<file path="config.mk">
export PLATFORM = sky130hd
export DESIGN_NAME = serial_subtractor
export DESIGN_NICKNAME = d
export VERILOG_FILES = /design/src/rtl/serial_sub_pkg.sv /design/src/rtl/full_sub.sv /design/src/rtl/serial_subtractor.sv
export SDC_FILE = /design/constraint.sdc
export NUM_CORES = 1
export LEC_CHECK = 0
export BUFFER_PORTS_ARGS = -buffer_cell sky130_fd_sc_hd__buf_2
export CAP_MARGIN = 20
export CELL_PAD_IN_SITES_DETAIL_PLACEMENT = 1
export CELL_PAD_IN_SITES_GLOBAL_PLACEMENT = 2
export CORE_MARGIN = 1.5
export CORE_UTILIZATION = 34
export CTS_CLUSTER_SIZE = 16
export DETAILED_ROUTE_END_ITERATION = 8
export PLACE_DENSITY = 0.87
export SETUP_SLACK_MARGIN = 0.5
export SYNTH_ARGS = -nofsm -noshare
export SYNTH_HDL_FRONTEND = slang
export SYNTH_SLANG_ARGS = --single-unit
</file>
<file path="constraint.sdc">
create_clock -name clk -period 1.4 [get_ports clk]
set_input_delay 0.42 -clock clk [delete_from_list [all_inputs] [get_ports clk]]
set_output_delay 0.42 -clock clk [all_outputs]
set_load 0.02 [all_outputs]
</file>
<file path="src/rtl/serial_sub_pkg.sv">
// serial_sub_pkg
// Shared definitions for the bit-serial subtractor slice.
//   state_t       : sequencer states (IDLE/SHIFT/DONE), 2-bit encoding,
//                   the unused code 2'b11 is treated as IDLE by the FSM.
//   DEFAULT_WIDTH : default operand/result width in bits.
package serial_sub_pkg;

   typedef enum logic [1:0] {
      IDLE  = 2'b00,
      SHIFT = 2'b01,
      DONE  = 2'b10
   } state_t;

   localparam int DEFAULT_WIDTH = 4;

endpackage

</file>
<file path="src/rtl/full_sub.sv">
// full_sub
// Combinational 1-bit full-subtractor cell: computes x - y - bi.
//   x  : minuend bit
//   y  : subtrahend bit
//   bi : borrow in
//   d  : difference bit
//   bo : borrow out (1 when x < y + bi)
module full_sub (
   input  logic x,
   input  logic y,
   input  logic bi,
   output logic d,
   output logic bo
);

   // A borrow is generated when x=0,y=1, and an incoming borrow
   // propagates whenever x and y are equal.
   always_comb begin
      d  = x ^ y ^ bi;
      bo = (~x & y) | (~(x ^ y) & bi);
   end

endmodule

</file>
<file path="src/rtl/serial_subtractor.sv">
// serial_subtractor
// Bit-serial subtractor: diff = a - b - bin (mod 2^WIDTH), LSB first,
// one bit per clock through a single full_sub cell and a borrow flop.
//   clk   : system clock, rising edge
//   rst   : asynchronous active-high reset
//   start : sample a/b/bin and begin (accepted in IDLE or DONE)
//   a, b  : minuend / subtrahend, sampled on an accepted start
//   bin   : borrow in, sampled on an accepted start
//   busy  : high while bits are being processed
//   done  : one-cycle pulse, diff/bout just updated
//   diff  : result, held until the next result
//   bout  : unsigned borrow out, held with diff
module serial_subtractor
   import serial_sub_pkg::*;
#(
   parameter int WIDTH = DEFAULT_WIDTH
) (
   input  logic             clk,
   input  logic             rst,
   input  logic             start,
   input  logic [WIDTH-1:0] a,
   input  logic [WIDTH-1:0] b,
   input  logic             bin,
   output logic             busy,
   output logic             done,
   output logic [WIDTH-1:0] diff,
   output logic             bout
);

   localparam int CNT_W = $clog2(WIDTH);

   state_t             state;
   state_t             next_state;
   logic               load;
   logic               shift_en;
   logic               last_bit;
   logic [WIDTH-1:0]   a_sr;
   logic [WIDTH-1:0]   b_sr;
   logic [WIDTH-2:0]   r_sr;
   logic               borrow;
   logic [CNT_W-1:0]   cnt;
   logic               cell_d;
   logic               cell_bo;

   // The cell always looks at the current LSBs; its outputs are only
   // captured while shifting.
   full_sub u_cell (
      .x  (a_sr[0]),
      .y  (b_sr[0]),
      .bi (borrow),
      .d  (cell_d),
      .bo (cell_bo)
   );

   assign last_bit = (cnt == CNT_W'(WIDTH - 1));

   // busy/done are pure decodes of the state register, so they never
   // depend combinationally on any input.
   assign busy = (state == SHIFT);
   assign done = (state == DONE);

   // State register for the sequencer.
   always_ff @(posedge clk or posedge rst) begin
      if (rst) begin
         state <= IDLE;
      end else begin
         state <= next_state;
      end
   end

   // Next-state decode. DONE accepts a new start exactly like IDLE so
   // operations can run back-to-back; the illegal code falls into the
   // default branch and behaves as IDLE.
   always_comb begin
      next_state = IDLE;
      load       = 1'b0;
      shift_en   = 1'b0;
      case (state)
         SHIFT: begin
            shift_en   = 1'b1;
            next_state = last_bit ? DONE : SHIFT;
         end
         default: begin
            if (start) begin
               load       = 1'b1;
               next_state = SHIFT;
            end
         end
      endcase
   end

   // Datapath. The result register holds the WIDTH-1 bits produced so
   // far; the final bit comes straight from the cell, so the completed
   // result is {cell_d, r_sr} on the last shifting edge.
   always_ff @(posedge clk or posedge rst) begin
      if (rst) begin
         a_sr   <= '0;
         b_sr   <= '0;
         r_sr   <= '0;
         borrow <= 1'b0;
         cnt    <= '0;
         diff   <= '0;
         bout   <= 1'b0;
      end else if (load) begin
         a_sr   <= a;
         b_sr   <= b;
         borrow <= bin;
         cnt    <= '0;
      end else if (shift_en) begin
         a_sr   <= a_sr >> 1;
         b_sr   <= b_sr >> 1;
         r_sr   <= (WIDTH-1)'({cell_d, r_sr} >> 1);
         borrow <= cell_bo;
         cnt    <= cnt + CNT_W'(1);
         if (last_bit) begin
            diff <= {cell_d, r_sr};
            bout <= cell_bo;
         end
      end
   end

endmodule

</file>
; Word-level counts from Yosys, hierarchy flattened
; Cells that the tools add are included.
[op_classes]
add_sub_neg = 1
n_eq_ne = 3
muxes = 14
bitwise_logic = 8
reduce_logical = 3
[op_table]
columns = cell, count
row1 = $mux W4, 4
row2 = $mux W2, 4
row3 = $mux W1, 6
row4 = $eq A2 B2 Y1 const B, 2
row5 = $not A1 Y1, 3
row6 = $reduce_and A3 Y1, 1
row7 = $add A2 B1 Y2 const B, 1
row8 = $and A1 B1 Y1, 2
row9 = $eq A2 B1 Y1 const B, 1
row10 = $reduce_and A2 Y1, 1
row11 = $reduce_bool A2 Y1, 1
row12 = $xor A1 B1 Y1, 2
row13 = $or A1 B1 Y1, 1
[word_totals]
ff_bits = 21
in_bits = 12
out_inout_bits = 7

; Depth between registers and ports, before layout
[logic_depth]
word_depth = 6
depth_mapped = 5
depth_no_buf = 4

; Hierarchy
; Synthesis repeated with hierarchy kept, for this count alone.
[unflattened]
cells_unflattened = 74
hier_area_um2 = 933.4
[by_module_without_submodules]
columns = module, n_inst, cells_each, area_per_inst_um2, seq_area_each_um2
row1 = serial_subtractor, 1, 70, 902.1, 525.5
row2 = full_sub, 1, 4, 31.3, 0.0

; Worst setup path after synthesis
; OpenSTA, ideal clock, no wires.
[synth_timing]
path_type = register to register
from = register b_sr[0]
to = register r_sr[2]
setup_time_ps = 125
t_arrival_ps = 1099
required_ps = 1275
path_slack_ps = 176
path_stages_with_launch = 4
cell_sequence = dfrtp_1 inv_1 fa_1 mux2_2
[synth_between]
elab_chain_len = 2
[synth_lines]
columns = item, line_no
row1 = "start, declared", serial_subtractor.sv:38  ; logic [WIDTH-1:0] b_sr;
row2 = "start signal, assigned", serial_subtractor.sv:111  ; b_sr <= b_sr >> 1;
row3 = $xor A1 B1 Y1 (2 in a row), full_sub.sv:19  ; d = x ^ y ^ bi;
row4 = named net cell_d, serial_subtractor.sv:42  ; logic cell_d;
row5 = "end signal, assigned", serial_subtractor.sv:112  ; r_sr <= (WIDTH-1)'({cell_d, r_sr} >> 1);
row6 = "end, declared", serial_subtractor.sv:39  ; logic [WIDTH-2:0] r_sr;
; The timed path passes the listed nets, and every way through them passes these cells.
; A chain may end at the register's enable or synchronous reset.

; Final worst setup path
[layout_timing]
from = register state[1]
to = output done
[layout_between]
elab_chain_len = 1
[layout_lines]
columns = item, line_no
row1 = "start, declared", serial_subtractor.sv:32  ; state_t state;
row2 = "start signal, assigned", serial_subtractor.sv:67  ; state <= next_state;
row3 = $eq A2 B2 Y1, serial_subtractor.sv:60  ; assign done = (state == DONE);
row4 = "end, declared", serial_subtractor.sv:25  ; output logic done,
; Every way passes these cells.

==> flow_metrics.env <==
export IMPL_outcome="finished, violations left"
export IMPL_violations="negative setup slack"
export IMPL_drive_gt1_frac=0.6293
export IMPL_cts_buffers=3
export IMPL_die_w_um=54.65
export IMPL_gp_congestion=0.7108
export IMPL_cts_max_path_buffers=2
export IMPL_cts_max_level=1
export IMPL_wl_mm=2.293
export IMPL_via_per_inst=4.842
export IMPL_port_buffers=18
export IMPL_drcViolationCount=0
export IMPL_die_h_um=54.65
export IMPL_startpoint_type="flop"
export IMPL_antenna_cells=0
export IMPL_max_freq_mhz=682.3
export IMPL_synthesis_area_um2=907.1
export IMPL_slew_headroom=0.8266
export IMPL_cpPeakStageDelay_ns=0.44
export IMPL_crit_slowest_cell="dfrtp_1"
export IMPL_root_buffer="clkbuf_4"
export IMPL_timing_rr_end="r_sr[1]"
export IMPL_fin_worst_skew_ns=0.004716
export IMPL_fin_crit_sh=1.047
export IMPL_worst_path_max_fanout=3
export IMPL_period_minus_slack_ns=1.466
export IMPL_finalSetupTns_ns=-0.1236
export IMPL_crit_path_end_kind="output port"
export IMPL_start_util=0.3629
export IMPL_p_per_area_mw_per_mm2=2503
export IMPL_total_power_mw=3.580
export IMPL_ir_worst_vdd_v=0.001338
export IMPL_hold_path_class="in -> async"
export IMPL_first_pass_iters=2
export IMPL_die_area_mm2=0.002987
export IMPL_ys_ff_latch=21
export IMPL_grt_start_max_net_pins=22
export IMPL_grt_overflow_total=0
export IMPL_clock_latency_ns=0.31
export IMPL_yosys_warnings=0
export IMPL_area_growth_syn_to_layout_pct=57.65
export IMPL_p_leak_nw=0.7164
export IMPL_rr_worst_depth=5
export IMPL_wl_per_cell_um=15.71
export IMPL_syn_inst=74
export IMPL_ff2ff_setup_slack_ns=0.01
export IMPL_fin_ws_ns=-0.06568
export IMPL_cap_violations=0
export IMPL_nFillCells=261
export IMPL_arrival_ns=1.05
export IMPL_antenna_left=0
export IMPL_maxSlewViolCount=0
export IMPL_synth_nets=88
export IMPL_tightest_slew_ns=0.2529
export IMPL_grt_pass1_wl_mm=3.146
export IMPL_crit_type="reg -> out"
export IMPL_cts_tree="built"
export IMPL_crit_chain="nor2b_2, buf_6"
export IMPL_required_ns=0.98
export IMPL_drtIter0Drc=4
export IMPL_avgSynthCellArea_um2=12.26
export IMPL_dpl_hpwl_mm=1.359
export IMPL_grt_usage=0.1532
export IMPL_clkTransAtPathRegs_ns=0.11
export IMPL_coreArea_mm2=0.002500
export IMPL_final_nets=131
export IMPL_cts_sinks=21
export IMPL_r2r_start="state[0]"
export IMPL_cts_hold_repair_buffers=0
export IMPL_hold_ws_ns=0.1216
export IMPL_rows=18
export IMPL_antenna_found_initial=0
export IMPL_setup_viol=2
export IMPL_ys_types=17
export IMPL_boundaryPins=19
export IMPL_hold_viol_final=0
export IMPL_vias=707
export IMPL_synth_seq_area_share=0.5793
export IMPL_rsz0062_at_grt="true"
export IMPL_first_global_vias=703
-- critical path: cells and delay by family, from the launching register on --
family,cells,cell delay [ns]
simple gates,1,0.17
buf+inv,1,0.12
flops,1,0.44
-- how the worst max path moves through the flow --
stage | startpoint | slack, ns | end
global route | state[0] | -0.14 | busy
CTS | state[1] | -0.06 | done
global placement | state[0] | 0.1 | r_sr[2]
detailed placement | cnt[0] | 0.08 | diff[2]
finish | state[1] | -0.07 | done
floorplan | borrow | 0.18 | r_sr[2]
-- where the power goes --
part	switching, mW	total [mW]	leakage, nW	internal (mW)
combinational	0.873	2.19	0.442	1.31
clock	0.181	0.292	0.0150	0.111
sequential	0.212	1.10	0.259	0.888
total	1.27	3.58	0.716	2.31
-- layer usage --
layer	global-route usage	routed length [um]	vias to the layer above
met4	0.05000	20	0
li1	-	-	329
met3	0.03005	63	2
met1	0.1863	979	357
met2	0.2679	1229	19
met5	0	0	-
-- cell usage in the layout (no fill, tap or decap), types with 2 or more instances in the layout --
cell type / count
buf_4: 14
nand2_1: 4
dfrtp_1: 21
o21ai_1: 4
mux2_4: 7
nor2_4: 3
mux2i_1: 8
buf_12: 2
buf_6: 12
clkbuf_4: 3
buf_2: 11
inv_2: 3
buf_8: 2
nand2_2: 3
o21ai_2: 4
-- stage by stage --
stage / cell area (um2) / std cells / worst slack (ns) / utilization
floorplan: 935.9 / 74 / 0.1835 / -
global placement: 1061 / 122 / 0.09800 / 0.4244
detailed placement: 1061 / 122 / 0.08312 / 0.4244
CTS: 1295 / 139 / -0.05951 / 0.5180
global route: 1430 / 146 / -0.1360 / 0.5721
finish: 1430 / 146 / -0.06568 / 0.5721
-- repair_timing --
item                                    4_1_cts  5_1_grt
cloned                                        0        1
endpoints found under the setup margin       28       28
buffers inserted                             13        6
pin swaps                                     2        6
resized for setup                            35       19
-- cell type report --
| type | instances | area [um2] | share of cell area |
|---|---|---|---|
| Multi-Input combinational cell | 45 | 435.4 | 0.3045 |
| Inverter | 4 | 15.01 | 0.01050 |
| Sequential cell | 21 | 525.5 | 0.3675 |
| Tap cell | 30 | 37.54 | 0.02625 |
| Timing Repair Buffer | 42 | 390.4 | 0.2730 |
| Clock buffer | 4 | 26.28 | 0.01837 |
-- cell families after synthesis --
logic type,count (synthesis),share of synthesized area
and+or+nand+nor,17,0.08552
adders and majority gates,2,0.03586
muxes,16,0.1876
AOI/OAI and AO/OA,10,0.06344
DFF,21,0.5793
buffers and inverters,8,0.04827
-- registers in the layout (all words and copies together) (netlist names) --
register and flops:
a_sr 4, b_sr 4, diff 4, r_sr 3, cnt 2, state 2, borrow 1, bout 1
-- synth_stat cells --
cell type	instances	area, um2
a21oi_1	1	5.000
inv_1	4	15.01
a211oi_2	1	12.51
nor2b_1	3	18.77
mux2_2	8	90.09
buf_4	1	7.510
nand2_1	8	30.03
mux2i_1	8	80.08
nand3b_1	1	7.510
nor2_1	4	15.01
dfrtp_1	21	525.5
buf_6	1	11.26
fa_1	1	20.02
ha_1	1	12.51
o21ai_0	8	40.04
buf_2	2	10.01
nand2b_1	1	6.260
Power figures use the tool's default switching activity.
